[config.mk]
export PLATFORM = sky130hd
export DESIGN_NAME = sdram_arbiter_flat
export DESIGN_NICKNAME = d
export VERILOG_FILES = /design/src/rtl/sdram_arb_pkg.sv /design/src/rtl/sdram_arbiter_if.sv /design/src/rtl/tag_fifo.sv /design/src/rtl/sdram_arbiter.sv /design/src/flat_wrapper.sv
export SDC_FILE = /design/constraint.sdc
export NUM_CORES = 1
export LEC_CHECK = 0
export CAP_MARGIN = 20
export CORE_MARGIN = 2
export CORE_UTILIZATION = 30
export DETAILED_ROUTE_END_ITERATION = 8
export GPL_TIMING_DRIVEN = 1
export PLACE_DENSITY = 0.61
export SYNTH_ARGS = -nofsm -noshare
export SYNTH_HDL_FRONTEND = slang
export SYNTH_SLANG_ARGS = --single-unit
[constraint.sdc]
create_clock -name clk -period 3.6 [get_ports clk]
set_input_delay 0.9 -clock clk [delete_from_list [all_inputs] [get_ports clk]]
set_output_delay 0.9 -clock clk [all_outputs]
set_load 0.02 [all_outputs]
[src/rtl/sdram_arb_pkg.sv]
// Shared types and default sizing for the SDRAM command-port arbiter.
package sdram_arb_pkg;

    typedef enum logic {
        IDLE  = 1'b0,
        BURST = 1'b1
    } state_t;

    localparam int N_DEFAULT        = 2;
    localparam int AW_DEFAULT       = 24;
    localparam int DW_DEFAULT       = 16;
    localparam int LW_DEFAULT       = 8;
    localparam int TAGDEPTH_DEFAULT = 8;

    // A requester index needs at least one bit, even when N is 2 or less.
    function automatic int tag_width(input int n);
        return (n > 2) ? $clog2(n) : 1;
    endfunction

endpackage

[src/rtl/sdram_arbiter_if.sv]
// Requester-side and controller-side signals of the arbiter, bundled as one bus.
interface sdram_arbiter_if
    import sdram_arb_pkg::*;
#(
    parameter int N  = N_DEFAULT,
    parameter int AW = AW_DEFAULT,
    parameter int DW = DW_DEFAULT,
    parameter int LW = LW_DEFAULT
);

    logic [N-1:0]    rq_valid;
    logic [N-1:0]    rq_ready;
    logic [N-1:0]    rq_we;
    logic [N*AW-1:0] rq_addr;
    logic [N*LW-1:0] rq_len;
    logic [N*DW-1:0] rq_wdata;
    logic [N-1:0]    rq_wready;
    logic [DW-1:0]   rd_data;
    logic [N-1:0]    rd_valid;
    logic            mem_valid;
    logic            mem_ready;
    logic            mem_we;
    logic [AW-1:0]   mem_addr;
    logic [DW-1:0]   mem_wdata;
    logic            mem_rvalid;
    logic [DW-1:0]   mem_rdata;
    logic            err_tag;

    // The arbiter's view.
    modport slave (
        input  rq_valid, rq_we, rq_addr, rq_len, rq_wdata,
        input  mem_ready, mem_rvalid, mem_rdata,
        output rq_ready, rq_wready, rd_data, rd_valid,
        output mem_valid, mem_we, mem_addr, mem_wdata, err_tag
    );

    // The requesters' and controller's view.
    modport master (
        output rq_valid, rq_we, rq_addr, rq_len, rq_wdata,
        output mem_ready, mem_rvalid, mem_rdata,
        input  rq_ready, rq_wready, rd_data, rd_valid,
        input  mem_valid, mem_we, mem_addr, mem_wdata, err_tag
    );

endinterface

[src/rtl/tag_fifo.sv]
// Synchronous FIFO of requester tags for reads in flight; pushes while full and pops while empty are ignored.
module tag_fifo #(
    parameter int W     = 1,
    parameter int DEPTH = 8
) (
    input  logic         clk,
    input  logic         n_reset,
    input  logic         push,
    input  logic         pop,
    input  logic [W-1:0] din,
    output logic [W-1:0] dout,
    output logic         full,
    output logic         empty
);

    localparam int PW = $clog2(DEPTH);

    logic [W-1:0] mem [DEPTH];
    logic [PW:0]  wr_ptr;
    logic [PW:0]  rd_ptr;
    logic         do_push;
    logic         do_pop;

    assign empty   = (wr_ptr == rd_ptr);
    assign full    = (wr_ptr[PW] != rd_ptr[PW]) && (wr_ptr[PW-1:0] == rd_ptr[PW-1:0]);
    assign do_push = push && !full;
    assign do_pop  = pop && !empty;
    assign dout    = mem[rd_ptr[PW-1:0]];

    // NOTE: registers take non-blocking assignments so every flop samples pre-edge values.
    always_ff @(posedge clk or negedge n_reset) begin
        if (!n_reset) begin
            wr_ptr <= '0;
            rd_ptr <= '0;
        end else begin
            if (do_push) wr_ptr <= wr_ptr + 1'b1;
            if (do_pop)  rd_ptr <= rd_ptr + 1'b1;
        end
    end

    // NOTE: storage is not reset; the pointers alone decide which entries are valid.
    always_ff @(posedge clk) begin
        if (do_push) mem[wr_ptr[PW-1:0]] <= din;
    end

endmodule

[src/rtl/sdram_arbiter.sv]
// Round-robin, burst-granular arbiter for the single SDRAM controller command port.
module sdram_arbiter
    import sdram_arb_pkg::*;
#(
    parameter int N        = N_DEFAULT,
    parameter int AW       = AW_DEFAULT,
    parameter int DW       = DW_DEFAULT,
    parameter int LW       = LW_DEFAULT,
    parameter int TAGDEPTH = TAGDEPTH_DEFAULT
) (
    input logic            clk,
    input logic            n_reset,
    sdram_arbiter_if.slave bus
);

    localparam int GW = tag_width(N);

    state_t        state;
    state_t        state_nxt;
    logic [GW-1:0] last;
    logic [GW-1:0] gnt;
    logic [GW-1:0] sel;
    logic          found;
    logic [AW-1:0] base;
    logic [LW-1:0] len;
    logic [LW-1:0] cnt;
    logic          we;
    logic          err_q;

    logic          cmd_valid;
    logic          hs;
    logic          last_beat;
    logic          tag_full;
    logic          tag_empty;
    logic [GW-1:0] tag_out;

    // A read never issues while the tag FIFO is full, even if a return frees a slot this cycle.
    assign cmd_valid = (state == BURST) && !(!we && tag_full);
    assign hs        = cmd_valid && bus.mem_ready;
    assign last_beat = (cnt == len);

    // Search starts just after the last granted requester, so the most recent winner ranks lowest.
    always_comb begin
        // NOTE: defaults before the loop keep this purely combinational (no latches).
        found = 1'b0;
        sel   = '0;
        for (int k = 1; k <= N; k++) begin
            if (!found && bus.rq_valid[(int'(last) + k) % N]) begin
                found = 1'b1;
                sel   = GW'((int'(last) + k) % N);
            end
        end
    end

    always_ff @(posedge clk or negedge n_reset) begin
        if (!n_reset) state <= IDLE;
        else          state <= state_nxt;
    end

    always_comb begin
        state_nxt = state;
        case (state)
            IDLE:    if (found)            state_nxt = BURST;
            BURST:   if (hs && last_beat)  state_nxt = IDLE;
            default:                       state_nxt = IDLE;
        endcase
    end

    always_comb begin
        bus.rq_ready  = '0;
        bus.rq_wready = '0;
        bus.rd_valid  = '0;
        bus.rd_data   = '0;
        bus.mem_valid = 1'b0;
        bus.mem_we    = 1'b0;
        bus.mem_addr  = '0;
        bus.mem_wdata = '0;
        bus.err_tag   = err_q;
        if (state == IDLE && found) bus.rq_ready[sel] = 1'b1;
        if (state == BURST) begin
            bus.mem_valid = cmd_valid;
            bus.mem_we    = we;
            bus.mem_addr  = base + AW'(cnt);
            bus.mem_wdata = bus.rq_wdata[int'(gnt)*DW +: DW];
            if (hs && we) bus.rq_wready[gnt] = 1'b1;
        end
        if (bus.mem_rvalid && !tag_empty) begin
            bus.rd_valid[tag_out] = 1'b1;
            bus.rd_data           = bus.mem_rdata;
        end
    end

    always_ff @(posedge clk or negedge n_reset) begin
        if (!n_reset) begin
            last  <= GW'(N - 1);
            gnt   <= '0;
            base  <= '0;
            len   <= '0;
            we    <= 1'b0;
            cnt   <= '0;
            err_q <= 1'b0;
        end else begin
            if (state == IDLE && found) begin
                gnt  <= sel;
                base <= bus.rq_addr[int'(sel)*AW +: AW];
                len  <= bus.rq_len[int'(sel)*LW +: LW];
                we   <= bus.rq_we[sel];
                cnt  <= '0;
            end else if (hs) begin
                if (last_beat) begin
                    last <= gnt;
                    cnt  <= '0;
                end else begin
                    cnt  <= cnt + 1'b1;
                end
            end
            if (bus.mem_rvalid && tag_empty) err_q <= 1'b1;
        end
    end

    tag_fifo #(
        .W     (GW),
        .DEPTH (TAGDEPTH)
    ) u_tag_fifo (
        .clk     (clk),
        .n_reset (n_reset),
        .push    (hs && !we),
        .pop     (bus.mem_rvalid),
        .din     (gnt),
        .dout    (tag_out),
        .full    (tag_full),
        .empty   (tag_empty)
    );

endmodule

[src/flat_wrapper.sv]
// flat-port wrapper written by rule: the top's interface ports become plain ports
module sdram_arbiter_flat import sdram_arb_pkg::*;
#(
    parameter int N        = N_DEFAULT,
    parameter int AW       = AW_DEFAULT,
    parameter int DW       = DW_DEFAULT,
    parameter int LW       = LW_DEFAULT,
    parameter int TAGDEPTH = TAGDEPTH_DEFAULT
)
  (clk, n_reset, bus_rq_valid, bus_rq_we, bus_rq_addr, bus_rq_len, bus_rq_wdata, bus_mem_ready, bus_mem_rvalid, bus_mem_rdata, bus_rq_ready, bus_rq_wready, bus_rd_data, bus_rd_valid, bus_mem_valid, bus_mem_we, bus_mem_addr, bus_mem_wdata, bus_err_tag);
  sdram_arbiter_if #(.N(N), .AW(AW), .DW(DW), .LW(LW)) bus_i ();
  input logic clk;
  input logic n_reset;
  input wire logic [$bits(bus_i.rq_valid)-1:0] bus_rq_valid;
  input wire logic [$bits(bus_i.rq_we)-1:0] bus_rq_we;
  input wire logic [$bits(bus_i.rq_addr)-1:0] bus_rq_addr;
  input wire logic [$bits(bus_i.rq_len)-1:0] bus_rq_len;
  input wire logic [$bits(bus_i.rq_wdata)-1:0] bus_rq_wdata;
  input wire logic [$bits(bus_i.mem_ready)-1:0] bus_mem_ready;
  input wire logic [$bits(bus_i.mem_rvalid)-1:0] bus_mem_rvalid;
  input wire logic [$bits(bus_i.mem_rdata)-1:0] bus_mem_rdata;
  output wire logic [$bits(bus_i.rq_ready)-1:0] bus_rq_ready;
  output wire logic [$bits(bus_i.rq_wready)-1:0] bus_rq_wready;
  output wire logic [$bits(bus_i.rd_data)-1:0] bus_rd_data;
  output wire logic [$bits(bus_i.rd_valid)-1:0] bus_rd_valid;
  output wire logic [$bits(bus_i.mem_valid)-1:0] bus_mem_valid;
  output wire logic [$bits(bus_i.mem_we)-1:0] bus_mem_we;
  output wire logic [$bits(bus_i.mem_addr)-1:0] bus_mem_addr;
  output wire logic [$bits(bus_i.mem_wdata)-1:0] bus_mem_wdata;
  output wire logic [$bits(bus_i.err_tag)-1:0] bus_err_tag;
  assign bus_i.rq_valid = bus_rq_valid;
  assign bus_i.rq_we = bus_rq_we;
  assign bus_i.rq_addr = bus_rq_addr;
  assign bus_i.rq_len = bus_rq_len;
  assign bus_i.rq_wdata = bus_rq_wdata;
  assign bus_i.mem_ready = bus_mem_ready;
  assign bus_i.mem_rvalid = bus_mem_rvalid;
  assign bus_i.mem_rdata = bus_mem_rdata;
  assign bus_rq_ready = bus_i.rq_ready;
  assign bus_rq_wready = bus_i.rq_wready;
  assign bus_rd_data = bus_i.rd_data;
  assign bus_rd_valid = bus_i.rd_valid;
  assign bus_mem_valid = bus_i.mem_valid;
  assign bus_mem_we = bus_i.mem_we;
  assign bus_mem_addr = bus_i.mem_addr;
  assign bus_mem_wdata = bus_i.mem_wdata;
  assign bus_err_tag = bus_i.err_tag;
  sdram_arbiter #(.N(N), .AW(AW), .DW(DW), .LW(LW), .TAGDEPTH(TAGDEPTH)) u_core (.clk(clk), .n_reset(n_reset), .bus(bus_i));
endmodule
==> results of run 1 <==
[state kept, by name (all words and copies together), names as in the netlist]
| register | count |
|---|---|
| u_core.base | 24 |
| u_core.state | 1 |
| u_core.u_tag_fifo.mem | 8 |
| u_core.gnt | 1 |
| u_core.u_tag_fifo.wr_ptr | 4 |
| u_core.last | 1 |
| u_core.len | 8 |
| u_core.cnt | 8 |
| u_core.bus.err_tag | 1 |
| u_core.u_tag_fifo.rd_ptr | 4 |
| u_core.we | 1 |
[layout make-up]
class                   instances  area, µm²  share of cell area, %
multi-input cells             311       2350                   35.9
inverters                      44        165                   2.52
flip-flops and latches         61       1570                   23.9
clock buffers                  11        233                   3.55
repair buffers                210       1960                   29.9
well taps                     180        225                   3.44
clock inverters                 5       52.6                  0.802
[per-layer routing]
| layer | vias up | global-route usage (%) | share of wire [%] |
|---|---|---|---|
| met5 | - | 0 | 0 |
| met4 | 0 | 6.25 | 1.9 |
| met3 | 21 | 3.42 | 6.9 |
| met2 | 172 | 32.8 | 51 |
| met1 | 2019 | 21.1 | 40 |
| li1 | 2018 | - | - |
[metrics by stage]
stage               worst slack, ns  instance area [µm²]  utilization (%)
floorplan                     0.509                 4160                -
global placement             0.0335                 6290             45.8
detailed placement          -0.0436                 6290             45.8
CTS                        -0.00161                 6600             48.1
global route                -0.0325                 6560             47.8
finish                        0.114                 6560             47.8
[cell families (layout without fill, tap and decap cells)]
kind of cell    Yosys count  after routing  share of synthesized area, %
compound gates           83             83                          16.7
simple gates            156            156                          20.4
mux                      37             37                          9.72
flops                    61             61                          37.7
xor+xnor                 23             23                          4.84
fa+ha+maj                12             12                          3.79
buf+inv                  72            270                          6.83
[critical path, cell delays in order (launching register included)]
cell and delay, ns:
dfrtp_1 0.38, ha_1 0.34, nand2_1 0.13, nor3_4 0.26, o2111ai_4 0.25, or4_1 0.58, o2111ai_1 0.12, buf_2 0.20
[placed cells by master (no fill, tap or decap), types with 3 or more instances in the layout]
cell type	synthesis	layout
a22o_1	6	6
clkdlybuf4s50_1	0	165
nor2b_1	4	4
buf_4	3	27
xnor2_1	18	18
xor2_1	5	5
mux2i_1	31	31
nor2_1	30	30
o21bai_1	5	5
nand4_1	11	11
ha_1	11	11
clkbuf_2	0	7
nor3b_1	6	6
dfrtp_1	52	52
nand2_1	30	30
and2_1	5	5
buf_2	2	8
nand2b_1	20	20
clkbuf_16	0	9
a21o_1	3	3
nor3_1	4	4
edfxtp_1	8	8
nand3_1	11	11
a222oi_1	33	33
mux2_2	3	3
and3_1	25	25
clkinv_2	0	3
inv_1	43	43
a21boi_0	3	3
a21oi_1	14	13
[timing repair]
action / CTS / global route
pin swaps: 1 / 2
buffers inserted: 0 / 1
endpoints found under the setup margin: 18 / 16
resized for setup: 39 / 27
[power by group]
| part | total [µW] | internal [µW] | switching, µW |
|---|---|---|---|
| sequential | 1360 | 1010 | 351 |
| clock | 837 | 532 | 305 |
| combinational | 2980 | 1450 | 1540 |
[final timing paths]
path,startpoint,to,slack [ns],depth (start not counted)
worst max-delay path,u_core.base[4],bus_mem_addr[23],0.11,7
worst min register to register,u_core.gnt,u_core.gnt,0.48,1
worst max register to register,u_core.state,u_core.cnt[6],1.53,4
max in group asynchronous,n_reset,u_core.len[4],2.24,2
min in group asynchronous,n_reset,u_core.u_tag_fifo.rd_ptr[0],0.52,1
worst min-delay path,u_core.gnt,u_core.gnt,0.48,1
==> metrics.log, run 1 <==
INFO  metric outcome = complete, no violations
INFO  metric slew-limit-headroom = 56.8%
INFO  metric cp_max_fo = 8
INFO  metric max_cap_violations = 0
INFO  metric final_nets = roughly 770
INFO  metric final-max-slew-violation-count = 0
INFO  metric syn_to_final_growth = 57.6%
INFO  metric clock_tree_sinks = between 60 and 70
INFO  metric fp.dieH = ~120 µm
INFO  metric max_freq = approximately 290 MHz
INFO  metric syn_area = about 0.0042 mm²
INFO  metric hold_viol_final = 0
INFO  metric port_buffers = roughly 180
INFO  metric vias = 4230
INFO  metric power.ir.vdd_worst = about 0.31 mV
INFO  metric worstSetupStartpointType = flip-flop
INFO  metric dp.final_hpwl = roughly 10000 µm
INFO  metric grt_antenna_before_repair = 0
INFO  metric track_usage = roughly 18%
INFO  metric drc = 0
INFO  metric timing.critical_path.arrival = 2.59 ns
INFO  metric iteration_0_drc_count_of_the_detailed_router = about 340
INFO  metric clkSlewWorstSetupHoldPaths = 0.06 ns
INFO  metric synthesis.yosys.warnings = 0
INFO  metric grt.overflow.total = 0
INFO  metric netlist.top_cell.by_area = dfrtp_1
INFO  metric fillerInstances = between 1000 and 1500
INFO  metric grt_first_pass_wirelength = between 20000 and 25000 µm
INFO  metric postSynthNetCount = between 500 and 600
INFO  metric hold_class = flip-flop to flip-flop
INFO  metric synth_area_per_cell = about 9.4 µm²
INFO  metric insertion_delay = 0.32 ns
INFO  metric htree_num_levels = 3
INFO  metric finish.cell_count_without_fillers = approximately 800
INFO  metric effective_utilization_at_floorplan = between 30 and 40%
INFO  metric die_area = 0.0148 mm²
INFO  metric worst-setup-path-type = flip-flop to primary output
INFO  metric synth_top_cells_by_area = dfrtp_1 (31%), a222oi_1 (7.9%), mux2i_1 (7.5%)
INFO  metric route.final.wire_length = roughly 14000 µm
INFO  metric rows = 43
INFO  metric drt_pass1_iterations = 8
INFO  metric grt_pass1_vias = approximately 4200
INFO  metric number_of_synthesized_flops_with_an_enable_pin = 8
INFO  metric total_leakage_power = between 0.002 and 0.003 µW
INFO  metric synth.ff_latch_count = just over 60
INFO  metric ant_nets = 0
INFO  metric tightest_slew = between 0.6 and 0.7 ns
INFO  metric finalSetupTns = 0 ns
INFO  metric total_power = a little over 5000 µW
INFO  metric antennaDiodeCount = 0
INFO  metric post-synth-top-count-cell = dfrtp_1
INFO  metric placedCellCount = between 800 and 900
INFO  metric weighted_congestion_at_the_end_of_routability_driven_global_placement = ~0.85
INFO  metric cell_pwr_density = roughly 790 mW/mm²
INFO  metric post_drt_via_cell_ratio = around 5
INFO  metric timing.final.crit_share = 96.8%
INFO  metric ys_seq_area_share = 37.7%
INFO  metric timing.final.setup_violations = 0
INFO  metric timing.clock.skew = a little over 0.006 ns
INFO  metric commonest_cells_post_synth = dfrtp_1 (52), inv_1 (43), a222oi_1 (33)
INFO  metric worst_ep_required_time = around 2.7 ns
INFO  metric die_w = approximately 120 µm
INFO  metric async_flop_share = approximately 87%
INFO  metric clock-root-buffer = clkbuf_16
INFO  metric synth.top_cell.area_share = about 31%
INFO  metric grt_start_max_net_pins = 37
INFO  metric core = 0.0137 mm²
INFO  metric tritoncts = yes
INFO  metric crit_path_capture_type = primary output
INFO  metric pin_count = 185
INFO  metric cts_buffers = 9
INFO  metric post_synthesis_cell_type_count = 55
INFO  metric clock_tree.buffer_depth = 2
INFO  metric post_dr_wirelength_cell = between 15 and 20 µm
INFO  metric ys_dominant_reg_cell = dfrtp_1
INFO  metric fin_worst_hold_slack = between 0.4 and 0.5 ns
INFO  metric netlist_instances = approximately 440
INFO  metric post-route-min-period = between 3 and 4 ns
INFO  metric grt_setup_unrepaired = true
INFO  metric postCtsHoldBufs = 0
INFO  metric post_route_cells_drive_above_1_share = about an eighth
Note: power is estimated with default switching activity, not from simulation.
==> inputs of run 2 (changes only) <==
- GPL_TIMING_DRIVEN: 1 -> 0
==> run 2 against run 1 <==
Power up 2.9%. Clock power grew 9.6%. Combinational power up 2%. Register-to-register slack got worse by 0.34 ns. Sequential power barely moved. Routed wire length increased by 2.2%. Maximum frequency decreased by 1.4%. Design area up 2.0%. Via count up 1.0%. Critical path type unchanged. Largest power group unchanged.
==> metrics.log, run 2 (synthesis gave the netlist of run 1 again) <==
INFO  metric outcome = complete, no violations (unchanged)
INFO  metric worst_ep_required_time = 2.70 ns (about the same)
INFO  metric rows = 43 (unchanged)
INFO  metric grt.overflow.total = 0 (unchanged)
INFO  metric port_buffers = 184 (unchanged)
INFO  metric timing.critical_path.max_delay_family = simple AND/OR/NAND/NOR gates (unchanged)
INFO  metric insertion_delay = 0.33 ns (was 0.32 ns)
INFO  metric die_w = 122 µm (unchanged)
INFO  metric critical_path.n_buffers_inverters = 1 (unchanged)
INFO  metric track_usage = 19.1% (was 18.0%)
INFO  metric worst_path_max_delay_cell = or4_1 (unchanged)
INFO  metric route.final.wire_length = 14000 µm (was 13700 µm)
INFO  metric highest_count_cells_in_the_layout_ignoring_fill_and_taps = clkdlybuf4s50_1 (163), dfrtp_1 (47), inv_1 (43) (was clkdlybuf4s50_1 (165), dfrtp_1 (52), inv_1 (43))
INFO  metric setup_ws = 0.0645 ns (was 0.114 ns)
INFO  metric post_dr_wirelength_cell = 17.0 µm (was 16.7 µm)
INFO  metric finish.cell_count_without_fillers = 825 (was 822)
INFO  metric slew-limit-headroom = 53.1% (was 56.8%)
INFO  metric hold_viol_final = 0 (unchanged)
INFO  metric clock_tree_sinks = 61 (unchanged)
INFO  metric worst-setup-path-type = flip-flop to primary output (unchanged)
INFO  metric max_cap_violations = 0 (unchanged)
INFO  metric antennaDiodeCount = 0 (unchanged)
INFO  metric effective_utilization_at_floorplan = 30.3% (unchanged)
INFO  metric htree_num_levels = 3 (unchanged)
INFO  metric power.ir.vdd_worst = 0.274 mV (was 0.308 mV)
INFO  metric crit_path_capture_type = primary output (unchanged)
INFO  metric worstSetupStartpointType = flip-flop (unchanged)
INFO  metric pin_count = 185 (unchanged)
INFO  metric registers.top_by_ff_count = u_core.base (unchanged)
INFO  metric timing.clock.skew = 0.00721 ns (was 0.00617 ns)
INFO  metric dp.final_hpwl = 10800 µm (was 10300 µm)
INFO  metric tightest_slew = 0.703 ns (was 0.648 ns)
INFO  metric final-max-slew-violation-count = 0 (unchanged)
INFO  metric grt_first_pass_wirelength = 22000 µm (was 20900 µm)
INFO  metric worst-r2r-setup-slack = 1.19 ns (was 1.53 ns)
INFO  metric grt_start_max_net_pins = 30 (was 37)
INFO  metric die_area = 0.0148 mm² (unchanged)
INFO  metric vias = 4273 (was 4230)
INFO  metric total_leakage_power = 0.00294 µW (was 0.00297 µW)
INFO  metric clock-root-buffer = clkbuf_16 (unchanged)
INFO  metric hold_class = flip-flop to flip-flop (unchanged)
INFO  metric core = 0.0137 mm² (unchanged)
INFO  metric fp.dieH = 122 µm (unchanged)
INFO  metric commonest_non_fill_non_tap_cell_in_the_layout = clkdlybuf4s50_1 (unchanged)
INFO  metric timing.critical_path.arrival = 2.64 ns (was 2.59 ns)
INFO  metric max_stage_delay = 0.57 ns (was 0.58 ns)
INFO  metric timing.final.crit_share = 98.2% (was 96.8%)
INFO  metric fillerInstances = 1316 (was 1312)
INFO  metric syn_to_final_growth = 60.7% (was 57.6%)
INFO  metric placedCellCount = 809 (was 805)
INFO  metric post_route_cells_drive_above_1_share = 13.2% (was 12.1%)
INFO  metric weighted_congestion_at_the_end_of_routability_driven_global_placement = 0.830 (was 0.853)
INFO  metric grt_antenna_before_repair = 0 (unchanged)
INFO  metric ant_nets = 0 (unchanged)
INFO  metric clkSlewWorstSetupHoldPaths = 0.06 ns (about the same)
INFO  metric finalSetupTns = 0 ns (unchanged)
INFO  metric cp_max_fo = 8 (unchanged)
INFO  metric clock_tree.buffer_depth = 2 (unchanged)
INFO  metric post_drt_via_cell_ratio = 5.18 (was 5.15)
INFO  metric timing.final.setup_violations = 0 (unchanged)
INFO  metric drc = 0 (unchanged)
INFO  metric tritoncts = yes (unchanged)
INFO  metric max_reg_flops = 24 (unchanged)
INFO  metric cell_pwr_density = 797 mW/mm² (was 790 mW/mm²)
INFO  metric iteration_0_drc_count_of_the_detailed_router = 435 (was 343)
INFO  metric grt_pass1_vias = 4303 (was 4152)
INFO  metric place_ws = -0.396 ns (was -0.0436 ns)
INFO  metric post-route-min-period = 3.54 ns (was 3.49 ns)
INFO  metric crit_path_cell_trace = ha_4 -> nand2_1 -> nor3_4 -> o2111ai_4 -> or4_1 -> o2111ai_1 -> buf_4 (was ha_1 -> nand2_1 -> nor3_4 -> o2111ai_4 -> or4_1 -> o2111ai_1 -> buf_2)
INFO  metric cts_buffers = 9 (unchanged)
INFO  metric final_nets = 772 (was 769)
INFO  metric max_freq = 283 MHz (was 287 MHz)
INFO  metric postCtsHoldBufs = 0 (unchanged)
INFO  metric drt_pass1_iterations = 7 (was 8)
INFO  metric fin_worst_hold_slack = 0.493 ns (was 0.481 ns)
-- run 2: cell count changes in the layout (fill, tap and decap cells not counted), sizes merged --
cell	change
clkinv	-1
bufinv	+1
clkdlybuf4s50	-2
buf	-16
clkinvlp	+1
dlygate4sd2	+2
clkbuf	+12
clkdlybuf4s15	+6
-- run 2: area by class of cell --
type / instances / area [µm²] / share of cell area [%]
clock inverter: 6 / 87.6 / 1.31
clock buffer: 10 / 229 / 3.43
timing repair buffer: 191 / 1870 / 27.9
tap: 180 / 225 / 3.37
inverter: 44 / 165 / 2.47
buffer: 22 / 100 / 1.50
sequential: 61 / 1570 / 23.5
multi-input combinational: 311 / 2440 / 36.5
-- run 2: final timing paths --
| path | startpoint | to | cells after the start |
|---|---|---|---|
| worst max-delay path | u_core.cnt[4] | bus_mem_addr[23] | 7 |
| worst min-delay path | u_core.u_tag_fifo.rd_ptr[3] | u_core.u_tag_fifo.rd_ptr[3] | 1 |
| worst max register to register | u_core.state | u_core.base[2] | 6 |
| worst min register to register | u_core.u_tag_fifo.rd_ptr[3] | u_core.u_tag_fifo.rd_ptr[3] | 1 |
| max in group asynchronous | n_reset | u_core.last | 2 |
| min in group asynchronous | n_reset | u_core.u_tag_fifo.wr_ptr[1] | 1 |
-- run 2: power breakdown --
| part | internal, µW | leakage, µW | total, µW | switching [µW] |
|---|---|---|---|---|
| registers | 1020 | 0.000723 | 1370 | 355 |
| clock network | 604 | 0.000146 | 917 | 313 |
| logic | 1470 | 0.00207 | 3040 | 1570 |
-- run 2: repair_timing --
item / CTS / global route
endpoints found under the setup margin: 23 / 29
resized for setup: 72 / 19
endpoints found under the hold margin: 0 / 0
pin swaps: 2 / 3
setup buffers: 1 / 5
-- run 2: stage by stage --
step	total power, µW	cell area [µm²]	utilization [%]
floorplan	3100	4160	-
global placement	4310	6230	45.4
detailed placement	4380	6240	45.5
CTS	5340	6640	48.4
global route	5710	6690	48.7
finish	5330	6690	48.7
-- run 2: worst register-to-register path: stages, from the launching register on --
cell and delay (ns):
dfrtp_1 0.33, buf_2 0.33, clkinv_1 0.39, and3_2 0.38, clkbuf_1 0.32, a222oi_1 0.46, inv_1 0.08
-- run 2: per-layer routing --
metal	vias up	part of all wire [%]	track usage, %
met2	165	51	34.0
met3	19	6.1	3.93
li1	2033	-	-
met5	-	0	0
met4	0	2.0	6.39
met1	2056	41	22.9
==> inputs of run 3 (changes only) <==
- HOLD_SLACK_MARGIN: default -> 0.06
==> results of run 3 <==
No change in the layout: final DEF, timing and power equal those of run 2.
